`src/rtl/weight_frame_loader.sv`:
```
// weight_frame_loader: receives a framed stream of beamformer weight bytes,
// validates header/checksum/upper bits into a shadow bank, and copies the
// shadow bank to the active weight outputs on the next commit_tick.
//
// state     | meaning
// ----------+------------------------------------------------------------
// S_IDLE    | hunting for the header byte; anything else is dropped
// S_PAYLOAD | filling shadow slots, running XOR and upper-bit check
// S_CHECK   | next accepted byte is the checksum
// S_PENDING | frame validated, stalling input until commit_tick
module weight_frame_loader #(
  parameter int          NCH = 8,
  parameter int          WW  = 5,
  parameter logic [7:0]  HDR = 8'hA5
) (
  input  logic              clock,
  input  logic              reset_n,
  input  logic              byte_valid,
  input  logic [7:0]        byte_data,
  output logic              byte_ready,
  input  logic              commit_tick,
  output logic [NCH*WW-1:0] w_cos_1,
  output logic [NCH*WW-1:0] w_sin_1,
  output logic [NCH*WW-1:0] w_cos_2,
  output logic [NCH*WW-1:0] w_sin_2,
  output logic              frame_ok,
  output logic              frame_err,
  output logic              pending
);

  localparam int NSLOT = 4 * NCH;
  localparam int CW    = (NSLOT > 1) ? $clog2(NSLOT) : 1;
  localparam logic [CW-1:0] LAST = CW'(NSLOT - 1);
  // Bits of a payload byte that must be zero (everything above the weight).
  localparam logic [7:0] UMASK = 8'(~((1 << WW) - 1));

  typedef enum logic [1:0] {S_IDLE, S_PAYLOAD, S_CHECK, S_PENDING} state_t;

  state_t          state_q, state_d;
  logic [CW-1:0]   cnt_q, cnt_d;
  logic [7:0]      csum_q, csum_d;
  logic            err_q, err_d;
  logic [WW-1:0]   sh_q  [NSLOT];
  logic [WW-1:0]   sh_d  [NSLOT];
  logic [WW-1:0]   act_q [NSLOT];
  logic [WW-1:0]   act_d [NSLOT];
  logic            frame_ok_q, frame_ok_d;
  logic            frame_err_q, frame_err_d;
  logic            byte_ready_q, byte_ready_d;
  logic            pending_q, pending_d;
  logic            xfer;
  logic            upper_bad;

  assign xfer      = byte_valid && byte_ready_q;
  assign upper_bad = (byte_data & UMASK) != 8'h00;

  // Next-state, datapath and output computation for the frame loader.
  always_comb begin
    state_d     = state_q;
    cnt_d       = cnt_q;
    csum_d      = csum_q;
    err_d       = err_q;
    sh_d        = sh_q;
    act_d       = act_q;
    frame_ok_d  = 1'b0;
    frame_err_d = 1'b0;

    unique case (state_q)
      S_IDLE: begin
        if (xfer && byte_data == HDR) begin
          state_d = S_PAYLOAD;
          cnt_d   = '0;
          csum_d  = 8'h00;
          err_d   = 1'b0;
        end
      end
      S_PAYLOAD: begin
        if (xfer) begin
          sh_d[cnt_q] = byte_data[WW-1:0];
          csum_d      = csum_q ^ byte_data;
          err_d       = err_q | upper_bad;
          if (cnt_q == LAST) begin
            state_d = S_CHECK;
            cnt_d   = '0;
          end else begin
            cnt_d = cnt_q + 1'b1;
          end
        end
      end
      S_CHECK: begin
        // commit_tick is deliberately ignored here; commit needs S_PENDING.
        if (xfer) begin
          if (byte_data != csum_q || err_q) begin
            frame_err_d = 1'b1;
            state_d     = S_IDLE;
          end else begin
            state_d = S_PENDING;
          end
          csum_d = 8'h00;
          err_d  = 1'b0;
        end
      end
      S_PENDING: begin
        if (commit_tick) begin
          act_d      = sh_q;
          frame_ok_d = 1'b1;
          state_d    = S_IDLE;
        end
      end
      default: state_d = S_IDLE;
    endcase

    byte_ready_d = (state_d != S_PENDING);
    pending_d    = (state_d == S_PENDING);
  end

  // State and bank registers; reset clears everything including active weights.
  always_ff @(posedge clock or negedge reset_n) begin
    if (!reset_n) begin
      state_q      <= S_IDLE;
      cnt_q        <= '0;
      csum_q       <= 8'h00;
      err_q        <= 1'b0;
      frame_ok_q   <= 1'b0;
      frame_err_q  <= 1'b0;
      byte_ready_q <= 1'b1;
      pending_q    <= 1'b0;
      for (int i = 0; i < NSLOT; i++) begin
        sh_q[i]  <= '0;
        act_q[i] <= '0;
      end
    end else begin
      state_q      <= state_d;
      cnt_q        <= cnt_d;
      csum_q       <= csum_d;
      err_q        <= err_d;
      frame_ok_q   <= frame_ok_d;
      frame_err_q  <= frame_err_d;
      byte_ready_q <= byte_ready_d;
      pending_q    <= pending_d;
      sh_q         <= sh_d;
      act_q        <= act_d;
    end
  end

  assign byte_ready = byte_ready_q;
  assign pending    = pending_q;
  assign frame_ok   = frame_ok_q;
  assign frame_err  = frame_err_q;

  // Slot 4*ch+k maps to channel ch of output k (cos1, sin1, cos2, sin2).
  for (genvar ch = 0; ch < NCH; ch++) begin : g_ch
    assign w_cos_1[WW*ch +: WW] = act_q[4*ch + 0];
    assign w_sin_1[WW*ch +: WW] = act_q[4*ch + 1];
    assign w_cos_2[WW*ch +: WW] = act_q[4*ch + 2];
    assign w_sin_2[WW*ch +: WW] = act_q[4*ch + 3];
  end

endmodule

```
`config.mk`:
```
export PLATFORM = sky130hd
export DESIGN_NAME = weight_frame_loader
export DESIGN_NICKNAME = d
export VERILOG_FILES = /design/src/rtl/weight_frame_loader.sv
export SDC_FILE = /design/constraint.sdc
export NUM_CORES = 1
export LEC_CHECK = 0
export ABC_AREA = 1
export CAP_MARGIN = 10
export CORE_ASPECT_RATIO = 0.6
export CORE_MARGIN = 2
export CORE_UTILIZATION = 59
export DETAILED_ROUTE_END_ITERATION = 8
export PLACE_DENSITY_LB_ADDON = 0.1
export SYNTH_ARGS = -nofsm -noshare
export SYNTH_HDL_FRONTEND = slang
export SYNTH_SLANG_ARGS = --single-unit
```
`constraint.sdc`:
```
create_clock -name clock -period 3.75 [get_ports clock]
set_input_delay 1.125 -clock clock [delete_from_list [all_inputs] [get_ports clock]]
set_output_delay 1.125 -clock clock [all_outputs]
set_load 0.03 [all_outputs]
```
==> results of run 1 <==
## registers in the layout (all words and copies together), names as in the netlist
signal	flops
byte_ready	1
cnt_q	5
csum_q	8
err_q	1
frame_err	1
frame_ok	1
pending	1
sh_q	160
state_q	2
w_cos_1	40
w_cos_2	40
w_sin_1	40
w_sin_2	40
## cell usage after synthesis
library cell / number / area share
nand2_1: 659 / 0.19
dfrtp_1: 339 / 0.66
o21ai_0: 157 / 0.061
inv_1: 48 / 0.014
o21ai_1: 33 / 0.013
nand2_2: 31 / 0.015
buf_2: 30 / 0.012
clkbuf_1: 19 / 0.0055
nand3_1: 12 / 0.0046
nor2_1: 12 / 0.0035
inv_2: 7 / 0.0020
ha_1: 5 / 0.0048
nor2_2: 4 / 0.0019
nor3_2: 3 / 0.0023
nor3_4: 3 / 0.0038
nor4_1: 2 / 0.00097
nor4_2: 2 / 0.0019
xor2_1: 2 / 0.0014
a211oi_1: 1 / 0.00058
buf_4: 1 / 0.00058
dfstp_2: 1 / 0.0020
nor2_4: 1 / 0.00087
nor3_1: 1 / 0.00039
o21a_1: 1 / 0.00058
or2_0: 1 / 0.00048
or2_2: 1 / 0.00048
## worst min-delay path, delay by kind of cell, from the launching register on
family	cells	cell delay (ns)
AND/OR/NAND/NOR	2	0.09
flip-flops	1	0.34
## metrics by stage
step	std cells	setup WS, ns	instance area (um^2)	utilization
floorplan	1376	1.65	12900	-
global placement	1796	0.851	15000	0.708
detailed placement	1796	0.784	15000	0.708
CTS	1848	0.858	16000	0.755
global route	1848	0.848	16000	0.755
finish	1848	0.866	16000	0.755
## worst max-delay path by stage
| stage | endpoint | cells after the start | slack (ns) |
|---|---|---|---|
| after floorplan | sh_q[140] | 7 | 1.65 |
| after global placement | byte_ready | 12 | 0.85 |
| after detailed placement | byte_ready | 12 | 0.78 |
| after CTS | byte_ready | 1 | 0.86 |
| after global routing | byte_ready | 1 | 0.85 |
| final | byte_ready | 1 | 0.87 |
## cell type report
type,instances,area (um^2),area share
timing repair buffer,191,1960,0.123
clock inverter,10,179,0.0112
tap,279,349,0.0218
clock buffer,42,825,0.0514
multi-input combinational,931,4000,0.249
sequential,340,8510,0.531
inverter,55,209,0.0130
## layer usage
layer,share of wire,vias up,global-route usage
met5,0,-,0
met4,0.015,0,0.0496
met3,0.057,45,0.0340
met2,0.44,311,0.408
met1,0.48,4817,0.429
li1,-,4665,-
## cells by family after synthesis
family	share of synthesized area
AO/OA/AOI/OAI	0.0747
XOR/XNOR	0.00135
adder cells (fa/ha/maj)	0.00484
buffers and inverters	0.0337
flip-flops	0.658
AND/OR/NAND/NOR	0.228
## power by group
| part | internal, mW | switching, mW | total (mW) |
|---|---|---|---|
| clock | 1.87 | 1.32 | 3.19 |
| sequential | 4.42 | 0.448 | 4.86 |
| combinational | 0.542 | 0.970 | 1.51 |
==> flow_metrics.py, run 1 <==
metrics = {
    "global_route": {
        "grt_pass1_vias": 9552,
        "grt_pass1_wl_um": 50200,
        "grt_max_degree": 101,
        "antenna_found_initial": 0,
        "grt_use_total": 0.271,
        "overflow": 0,
    },
    "power_and_ir_drop": {
        "ir_drop_v": 0.000394,
        "p_total_mw": 9.57,
        "p_leak_nw": 8.08,
        "powerDensity_nw_per_um2": 597,
    },
    "final_layout": {
        "final_nets": 1565,
        "final_common_cell": "nand2_1",
        "layout_common_cells": "658 x nand2_1, 339 x dfrtp_1, 174 x clkdlybuf4s50_1, 157 x o21ai_0, 48 x inv_1",
        "drive_gt1_frac": 0.0733,
        "nFillCells": 1503,
        "diodes": 0,
        "areaGrowthSynthToFinish_pct": 24.0,
    },
    "cts": {
        "insertion_delay_ns": 0.56,
        "cts-htree-levels": 1,
        "cts-resized-gates": 0,
        "clk_pin_slew_ns": 0.07,
        "postCtsSetupBuffers": 0,
        "hold_buffers": 0,
        "clock-sinks": 340,
        "cts_inserted_buffers": 29,
        "cts_tree": "built",
        "clockBufferDepth": 3,
        "cts_root_buffer": "clkbuf_16",
    },
    "logic_synthesis": {
        "synth_seq_cells": 340,
        "ys_types": 26,
        "syn_nets": 1393,
        "ys_seq_area_frac": 0.658,
        "post_synth_inst_count": 1376,
        "yosys_warnings": 0,
        "syn_avg_cell_area_um2": 9.40,
        "synth_area_um2": 12900,
    },
    "placed_design": {
        "numPortBuffers": 175,
        "place.gp.congestion": 0.807,
        "dp_hpwl_um": 19000,
    },
    "worst_hold_path": {
        "hp-class": "flop to flop",
        "min_to": "w_cos_2[17]",
        "holdPathStages": 2,
        "worstHoldStart": "sh_q[87]",
    },
    "routing": {
        "drtIter0Drc": 857,
        "first_pass_iters": 6,
        "post_drt_wl_per_cell_um": 16.4,
        "antenna_left": 0,
        "num_vias": 9838,
        "drc": 0,
        "postRouteWirelength_um": 30400,
        "post_drt_via_cell_ratio": 5.32,
    },
    "timing": {
        "finalHoldViolCount": 0,
        "finalSetupViolations": 0,
        "post-route-min-period_ns": 2.88,
        "fmax_mhz": 347,
        "tns_ns": 0,
        "fin_worst_skew_ns": 0.0192,
        "slew_headroom": 0.420,
        "rsz0062_at_grt": "false",
        "fin_crit_sh": 0.769,
        "whs_ns": 0.467,
        "drv_slew": 0,
        "worst_pin_slew_ns": 0.864,
    },
    "critical_path": {
        "r2r_start": "byte_ready",
        "worstRegToRegCells": 7,
        "crit_fanout": 2,
        "worst_path_max_delay_cell": "clkdlybuf4s50_1",
        "crit_type": "flop to output pin",
        "r2r-end": "sh_q[17]",
        "r2r_slack_ns": 1.84,
        "cp_data_arrival_time_ns": 1.76,
        "critPathLaunch": "byte_ready",
        "crit_family": "buffers and inverters",
        "cp-end-kind": "output pin",
        "startpoint_type": "flop",
        "cp.buffers_inverters": 1,
        "cp.required_ns": 2.62,
        "critical_path.cell_chain": "clkdlybuf4s50_1",
        "worst_path_largest_cell_delay_ns": 0.66,
    },
    "floorplan": {
        "die_height_um": 119,
        "die_w_um": 195,
        "die_area_um2": 23200,
        "core_um2": 21200,
        "initial_utilization": 0.609,
        "io_pins": 176,
        "num_rows": 41,
    },
    "job": {
        "drv_cap": 0,
    },
    "outcome": {
        "outcome": "completed",
    },
}
(Power assumes the default switching activity.)
==> run 2, diff against run 1 <==
- CORE_UTILIZATION: 59 -> 55
- clock period: 3.75 -> 2.9 ns (I/O delays scaled with it)
==> run 2 against run 1 <==
  * Worst setup slack worse by 0.58 ns
  * Worst hold slack worse by 0.22 ns
  * Critical path type unchanged
  * Utilization is 5.7 points lower
  * Clock power is 23% higher
  * Final cell count is 2.4% higher
  * Critical endpoint unchanged
  * Flip-flop and latch count stayed put
==> flow_metrics.py, run 2 (synthesis results as in run 1) <==
metrics = {
    "final_layout": {
        "nFillCells": 1787,
        "drive_gt1_frac": 0.0798,
        "largest_register": "sh_q",
        "fin_util": 0.698,
        "diodes": 0,
        "final_common_cell": "nand2_1",
        "layout_common_cells": "658 x nand2_1, 339 x dfrtp_1, 174 x clkdlybuf4s50_1, 157 x o21ai_0, 48 x inv_1",
        "largest_reg_flops": 160,
        "final_nets": 1574,
        "areaGrowthSynthToFinish_pct": 24.6,
    },
    "timing": {
        "finalSetupViolations": 0,
        "fin_worst_skew_ns": 0.0105,
        "slew_headroom": 0.639,
        "fmax_mhz": 382,
        "finalHoldViolCount": 0,
        "tns_ns": 0,
        "worst_pin_slew_ns": 0.539,
        "rsz0062_at_grt": "false",
        "fin_crit_sh": 0.902,
        "post-route-min-period_ns": 2.62,
        "whs_ns": 0.247,
        "setup_ws_ns": 0.284,
        "drv_slew": 0,
    },
    "cts": {
        "cts_root_buffer": "clkbuf_16",
        "cts_tree": "built",
        "clk_pin_slew_ns": 0.06,
        "postCtsSetupBuffers": 0,
        "clock-sinks": 340,
        "insertion_delay_ns": 0.55,
        "cts-resized-gates": 0,
        "cts_inserted_buffers": 30,
        "cts-htree-levels": 1,
        "hold_buffers": 0,
        "clockBufferDepth": 3,
    },
    "placed_design": {
        "pre_cts_ws_ns": 0.222,
        "dp_hpwl_um": 19600,
        "numPortBuffers": 175,
        "place.gp.congestion": 0.788,
    },
    "floorplan": {
        "core_um2": 23100,
        "die_w_um": 202,
        "die_area_um2": 24800,
        "die_height_um": 123,
        "initial_utilization": 0.560,
        "num_rows": 43,
        "io_pins": 176,
    },
    "global_route": {
        "grt_max_degree": 111,
        "grt_use_total": 0.257,
        "grt_pass1_vias": 9533,
        "antenna_found_initial": 0,
        "overflow": 0,
        "grt_pass1_wl_um": 50700,
    },
    "routing": {
        "first_pass_iters": 5,
        "post_drt_wl_per_cell_um": 16.2,
        "drtIter0Drc": 792,
        "antenna_left": 0,
        "num_vias": 9784,
        "post_drt_via_cell_ratio": 5.17,
        "drc": 0,
        "postRouteWirelength_um": 30600,
    },
    "critical_path": {
        "crit_fanout": 2,
        "startpoint_type": "flop",
        "cp.buffers_inverters": 1,
        "worst_path_largest_cell_delay_ns": 0.67,
        "cp-end-kind": "output pin",
        "crit_type": "flop to output pin",
        "cp.required_ns": 2.03,
        "worst_path_max_delay_cell": "clkdlybuf4s50_1",
        "crit_family": "buffers and inverters",
        "critical_path.cell_chain": "clkdlybuf4s50_1",
        "cp_data_arrival_time_ns": 1.75,
    },
    "power_and_ir_drop": {
        "powerDensity_nw_per_um2": 757,
        "ir_drop_v": 0.000488,
        "p_leak_nw": 8.11,
        "p_total_mw": 12.2,
    },
    "outcome": {
        "outcome": "completed",
    },
    "job": {
        "drv_cap": 0,
    },
    "worst_hold_path": {
        "hp-class": "input pin to async pin",
    },
}
## run 2: cell types whose count changed in the layout (fill, tap and decap cells not counted), sizes merged
cell and change:
clkinvlp +2, clkinv +4, clkbuf -2, bufinv -3, buf +8
## run 2: metrics by stage
step | cell area [um^2] | cells
2_1_floorplan | 12900 | 1376
3_3_place_gp | 15100 | 1840
3_5_place_dp | 15100 | 1840
4_1_cts | 16100 | 1893
5_1_grt | 16100 | 1893
6_report | 16100 | 1893
## run 2: cell type report
class                      instances  area (um^2)  share of cell area
timing repair buffer             199         2040               0.126
sequential                       340         8510               0.528
clock inverter                    13          128             0.00792
clock buffer                      40          840              0.0521
tap                              315          394              0.0245
inverter                          55          209              0.0130
multi-input combinational        931         4000               0.248
## run 2: path summary, 6_finish.rpt
kind | from | end | slack, ns | cells past startpoint
worst min-delay path | reset_n | w_cos_1[10] | 0.25 | 1
worst max register to register | byte_ready | sh_q[16] | 0.97 | 6
max in group asynchronous | reset_n | byte_ready | 1.89 | 2
worst max-delay path | byte_ready | byte_ready | 0.28 | 1
min in group clock | sh_q[28] | w_cos_2[33] | 0.47 | 2
worst min register to register | sh_q[28] | w_cos_2[33] | 0.47 | 2
## run 2: per-layer routing
layer,share of wire,global-route usage,wire length (um),vias up
li1,-,-,-,4669
met1,0.49,0.402,15000,4802
met2,0.44,0.385,13300,273
met3,0.055,0.0388,1690,40
met4,0.018,0.0519,563,0
met5,0,0,0,-
## run 2: power by group
group | switching (mW) | internal (mW) | total [mW] | leakage (nW)
logic | 1.25 | 0.719 | 1.97 | 3.06
clock network | 1.71 | 2.21 | 3.92 | 0.475
registers | 0.592 | 5.71 | 6.30 | 4.58
total | 3.56 | 8.64 | 12.2 | 8.11
